[config.mk]
export PLATFORM = sky130hd
export DESIGN_NAME = mem_bank_sync
export DESIGN_NICKNAME = d
export VERILOG_FILES = /design/src/rtl/mem_bank_sync.sv
export SDC_FILE = /design/constraint.sdc
export NUM_CORES = 1
export LEC_CHECK = 0
export BUFFER_PORTS_ARGS = -buffer_cell sky130_fd_sc_hd__buf_4
export CORE_MARGIN = 1
export CORE_UTILIZATION = 53
export DETAILED_ROUTE_END_ITERATION = 8
export GPL_ROUTABILITY_DRIVEN = 0
export PLACE_DENSITY = 0.79
export SYNTH_ARGS = -nofsm -noshare
export SYNTH_HDL_FRONTEND = slang
export SYNTH_SLANG_ARGS = --single-unit
[constraint.sdc]
create_clock -name clk -period 2.05 [get_ports clk]
set_clock_uncertainty 0.2 [all_clocks]
set_input_delay 0 -clock clk [delete_from_list [all_inputs] [get_ports clk]]
set_output_delay 0 -clock clk [all_outputs]
set_load 0.03 [all_outputs]
[src/rtl/mem_bank_sync.sv]
// mem_bank_sync: DEPTH x WIDTH register bank written by a synchronised, edge-detected store button.
//   clk      : system clock
//   rst      : asynchronous active-high reset
//   store    : raw write button, asynchronous to clk; one write per rising edge
//   clr      : synchronous level clear of all words, written mask and rd_data
//   wr_data  : write data, sampled at the commit edge
//   wr_addr  : write address, sampled at the commit edge
//   rd_addr  : read address
//   rd_data  : registered read data, with write-through bypass
//   mem_flat : all words, word i at [i*WIDTH +: WIDTH]
//   written  : bit i set once word i is written since reset/clear
//   wr_pulse : high for the cycle in which a write commits
//   wr_count : committed write count, saturating (only with MEM_BANK_SYNC_WRCOUNT_EN)
module mem_bank_sync #(
    parameter int WIDTH  = 8,
    parameter int ADDR_W = 2
) (
    input  logic                          clk,
    input  logic                          rst,
    input  logic                          store,
    input  logic                          clr,
    input  logic [WIDTH-1:0]              wr_data,
    input  logic [ADDR_W-1:0]             wr_addr,
    input  logic [ADDR_W-1:0]             rd_addr,
    output logic [WIDTH-1:0]              rd_data,
    output logic [WIDTH*(2**ADDR_W)-1:0]  mem_flat,
    output logic [(2**ADDR_W)-1:0]        written,
    output logic                          wr_pulse
`ifdef MEM_BANK_SYNC_WRCOUNT_EN
    ,
    output logic [15:0]                   wr_count
`endif
);
    localparam int DEPTH = 2**ADDR_W;

    logic             s1_q, s2_q, s3_q;
    logic             wr_en;
    logic [WIDTH-1:0] mem_q [DEPTH];
    logic [WIDTH-1:0] mem_d [DEPTH];
    logic [DEPTH-1:0] written_q, written_d;
    logic [WIDTH-1:0] rd_data_q, rd_data_d;

    // Reading from the next-state array gives clear and write-through bypass for free.
    always_comb begin
        wr_pulse  = s2_q & ~s3_q;
        wr_en     = wr_pulse & ~clr;
        mem_d     = mem_q;
        written_d = written_q;
        if (clr) begin
            for (int i = 0; i < DEPTH; i++) mem_d[i] = '0;
            written_d = '0;
        end else if (wr_en) begin
            mem_d[wr_addr]     = wr_data;
            written_d[wr_addr] = 1'b1;
        end
        rd_data_d = mem_d[rd_addr];
    end

    always_ff @(posedge clk or posedge rst) begin
        if (rst) begin
            {s1_q, s2_q, s3_q} <= '0;
            for (int i = 0; i < DEPTH; i++) mem_q[i] <= '0;
            written_q <= '0;
            rd_data_q <= '0;
        end else begin
            {s1_q, s2_q, s3_q} <= {store, s1_q, s2_q};
            for (int i = 0; i < DEPTH; i++) mem_q[i] <= mem_d[i];
            written_q <= written_d;
            rd_data_q <= rd_data_d;
        end
    end

    always_comb begin
        for (int i = 0; i < DEPTH; i++) mem_flat[i*WIDTH +: WIDTH] = mem_q[i];
    end

    assign rd_data = rd_data_q;
    assign written = written_q;

`ifdef MEM_BANK_SYNC_WRCOUNT_EN
    logic [15:0] wr_count_q, wr_count_d;

    always_comb begin
        wr_count_d = clr ? 16'd0 : (wr_en && wr_count_q != 16'hFFFF) ? wr_count_q + 16'd1 : wr_count_q;
    end

    always_ff @(posedge clk or posedge rst) begin
        if (rst) wr_count_q <= '0;
        else     wr_count_q <= wr_count_d;
    end

    assign wr_count = wr_count_q;
`endif
endmodule

# Word-level counts from Yosys, hierarchy flattened
# Index checks and enable logic that the tools add are counted.
[word_totals]
ff_bits = 47
word_cells = 36
input_bits = 16
output_inout_bits = 45
[classes]
n_mux = 12
order_cmp = 5
bitwise = 7
reduce_logical = 3
[op_table]
columns = ["op", "count"]
rows = [
  ["$mux W32", 2],
  ["$bwmux W32", 1],
  ["$mux W8", 3],
  ["$bmux W8 S2", 1],
  ["$demux W8 S2", 1],
  ["$mux W4", 2],
  ["$ge A3 B3 Y1 const B", 2],
  ["$not A2 Y3", 2],
  ["$or A4 B4 Y4", 1],
  ["$lt A2 B3 Y1 const B", 1],
  ["$lt A3 B1 Y1 const B", 1],
  ["$and A1 B1 Y1", 2],
  ["$demux W1 S2", 1],
  ["$ge A2 B1 Y1 const B", 1],
  ["$logic_and A1 B1 Y1", 2],
  ["$not A1 Y1", 2],
  ["$reduce_bool A2 Y1", 1],
  ["$mux W1", 1],
]

# Longest topological paths before layout
[logic_depth]
word_depth = 11
depth_mapped = 7
depth_no_buf = 4

# Worst setup path before layout
# Ideal clock, no wire load.
[synth_path]
path_kind = "reg2reg"
startpoint = "register s3_q"
endpoint = "register rd_data_q[6], in the netlist rd_data[6]"
t_arrival_ns = 1.494
required_time_ns = 1.731
slack_ns = 0.237
synth_period_minus_slack_ns = 1.813
setup_ns = 0.119
stages_incl_launch_ff = 7
path_buffers = 2
path_cell_list = "dfrtp_1 > and4b_1 > buf_4 > buf_6 > mux2i_1 > a311o_1 > o21ba_1"
[synth_via]
elab_chain_cells = 8
[synth_lines]
columns = ["item", "line_no", "text"]
rows = [
  ["from (decl)", "36", "logic s1_q, s2_q, s3_q;"],
  ["from (signal assigned)", "66", "{s1_q, s2_q, s3_q} <= {store, s1_q, s2_q};"],
  ["$not A1 Y1", "45", "wr_pulse = s2_q & ~s3_q;"],
  ["$and A1 B1 Y1", "45", ""],
  ["$and A1 B1 Y1", "46", "wr_en = wr_pulse & ~clr;"],
  ["$mux W32", "52", "end else if (wr_en) begin"],
  ["$mux W32", "49", "if (clr) begin"],
  ["$bmux W8 S2", "56", "rd_data_d = mem_d[rd_addr];"],
  ["$mux W8 (not written as such) (2 in series)", "56", ""],
  ["net rd_data_d[6]", "41", "logic [WIDTH-1:0] rd_data_q, rd_data_d;"],
  ["to (signal assigned)", "69", "rd_data_q <= rd_data_d;"],
  ["to (decl)", "41", ""],
]
# The timed path passes the listed nets, and every way through them passes these cells. The select of a mux whose other input is x is not followed.
# A chain may end at the register's enable or synchronous reset.

==> impl_metrics.json <==
{
  "outcome": "finished with violations",
  "syn_area_per_cell_um2": 10.4,
  "path_delay_family": "compound AO/OA/AOI/OAI gates",
  "drtAntennaViolNets": 0,
  "hpwl_mm": 4.43,
  "p_per_area_nw_per_um2": 620,
  "clock-root-buffer": "clkbuf_8",
  "max_clock_freq_ghz": 0.508,
  "whs_ps": -6.14,
  "core_area_um2": 4500,
  "max_stage_delay_ps": 490,
  "ir_drop_uv": 327,
  "antenna_found_initial": 0,
  "drt_wl_total_mm": 6.72,
  "crit_fanout": 7,
  "start_util_pct": 57.0,
  "rsz0062_at_grt": "false",
  "worstMarginPinSlew_ps": 529,
  "tns_ps": 0,
  "worst_slack_ps": 82.2,
  "synth.distinct_cells": 35,
  "htreeDepth": 2,
  "synthCells": 246,
  "fill_cells": 332,
  "yosys-top-cells-count": "47 x dfrtp_1, 25 x nand2_1, 23 x nand3b_1",
  "pre_cts_ws_ps": 100,
  "die_area_um2": 5130,
  "cp_slowest_cell": "dfrtp_1",
  "synth_edf_count": 0,
  "viasPerCell": 6.03,
  "clk_latency_ps": 300,
  "ys_seq_area_share_pct": 45.8,
  "synthFlopType": "dfrtp_1",
  "synth.cell_area_um2": 2570,
  "cts_buffers": 5,
  "ys_seq_elements": 47,
  "hp-start": "clr",
  "start_kind": "flip-flop",
  "tritoncts": "done",
  "numPortBuffers": 60,
  "cts.sinks": 47,
  "cp_cell_sequence": "nor4bb_2, buf_4, o32ai_2, o22ai_1, o21ba_1",
  "ctsResizeCount": 0,
  "synthArstFlopShare_pct": 100,
  "hold_end": "written[2]",
  "die_x_um": 71.6,
  "fin_crit_sh_pct": 96.0,
  "rr_endpoint": "rd_data[4]",
  "slew_headroom_pct": 64.7,
  "drc_errors": 0,
  "synth_top_area_cell": "dfrtp_1",
  "ys_top_cells_by_area": "dfrtp_1 46%, nand3b_1 6.7%, o32ai_2 6.3%",
  "min_period_ps": 1970,
  "r2r-start": "s3_q",
  "violations": "hold timing",
  "num_antenna_cells": 0,
  "max-clock-path-buffers": 2,
  "critPathBufInv": 1,
  "die_y_um": 71.6,
  "drt_iter0_drc": 222,
  "syn-num-nets": 262,
  "grt_pass1_wl_mm": 11.0,
  "grt_usage_pct": 27.6,
  "hp-class": "in -> reg",
  "cap_violations": 0,
  "hold_path_depth": 3,
  "syn_to_final_growth_pct": 28.8,
  "synth.most_common_cell": "dfrtp_1",
  "crit_type": "reg -> reg",
  "first_pass_iters": 4,
  "p_leak_nw": 1.48,
  "endpoint_kind": "flip-flop",
  "rows": 24,
  "r2r_cells": 5,
  "drive_gt1_share_pct": 30.7,
  "grt_max_degree": 35,
  "ctsHoldBuffers": 13,
  "setup_viol": 0,
  "final_hold_viol_count": 2,
  "num_vias": 2220,
  "rrSetupSlack_ps": 80,
  "maxSlewViolCount": 0,
  "grt_pass1_vias": 2169,
  "cts_setup_buffers": 0,
  "fin_nets": 331,
  "yosys_warnings": 0,
  "wl_per_cell_um": 18.3,
  "worstPathRequired_ps": 2050,
  "clkTransAtPathRegs_ps": 90,
  "synth_top_area_share_pct": 45.8,
  "worstPathArrival_ps": 1970,
  "ioPinCount": 61,
  "overflow": 0
}
layout by cell type (no fill, tap or decap), types with 2 or more instances in the layout:
cell type / n
o22ai_1: 7
o32ai_1: 4
mux2i_1: 8
a311o_1: 8
inv_1: 15
a22o_1: 2
dfrtp_1: 47
and4_1: 8
nand3b_1: 23
clkbuf_8: 6
o21ba_1: 7
a221o_1: 2
nor2_1: 9
nand3_1: 9
o32ai_2: 10
a21oi_1: 16
dlygate4sd3_1: 13
or3b_1: 8
nand2_1: 25
buf_4: 72
nor2b_1: 2
state kept, by name (all words and copies together), names as in the netlist:
signal / flops
rd_data: 8
written: 4
s3_q: 1
s1_q: 1
s2_q: 1
mem_flat: 32
cells by family (layout without fill, tap and decap cells):
group | Yosys count | after routing | share of synthesized area [%]
multiplexers | 8 | 8 | 3.12
buffers and inverters | 41 | 111 | 7.89
AND/OR/NAND/NOR | 92 | 92 | 22.8
flip-flops | 47 | 47 | 45.8
AO/OA/AOI/OAI | 58 | 58 | 20.4
per-stage QoR:
stage | utilization (%) | instances | area [um2] | power (mW) | hold slack [ps]
3_5_place_dp | 68.0 | 347 | 3060 | 1.33 | -121
6_report | 73.5 | 368 | 3310 | 2.05 | -6.14
2_1_floorplan | - | 246 | 2570 | 1.20 | -169
5_1_grt | 73.5 | 368 | 3310 | 2.11 | 21.8
4_1_cts | 73.5 | 368 | 3310 | 2.06 | 2.37
3_3_place_gp | 68.0 | 347 | 3060 | 1.32 | -132
where the power goes:
part	switching [mW]	internal [mW]
clock network	0.322	0.395
logic	0.212	0.145
registers	0.0211	0.956
total	0.556	1.50
tightest hold or removal path, cell delays in order:
cell and delay, ps:
buf_4 120, buf_4 260, nor2_1 80
cell type report:
type	count	area, um2	area share (%)
multi-input cells	158	1200	36.1
clock inverters	2	35.0	1.06
well taps	52	65.1	1.97
clock buffers	6	82.6	2.50
flip-flops and latches	47	1180	35.5
repair buffers	86	691	20.9
inverters	17	63.8	1.93
worst max path at each step:
stage	start	to	slack, ps	cells after the start
2_1_floorplan	s3_q	rd_data[6]	240	6
3_3_place_gp	s3_q	rd_data[6]	140	5
3_5_place_dp	s3_q	rd_data[6]	100	5
4_1_cts	s3_q	rd_data[6]	100	5
5_1_grt	s3_q	rd_data[1]	20	5
6_report	s3_q	rd_data[4]	80	5
layer usage:
metal	up-vias	track usage, %	share of wire, %
li1	1033	-	-
met1	1095	40.5	45
met2	83	42.0	48
met3	9	4.92	5.9
met4	0	8.28	0.95
met5	-	0	0
Power figures use the tool's default switching activity.
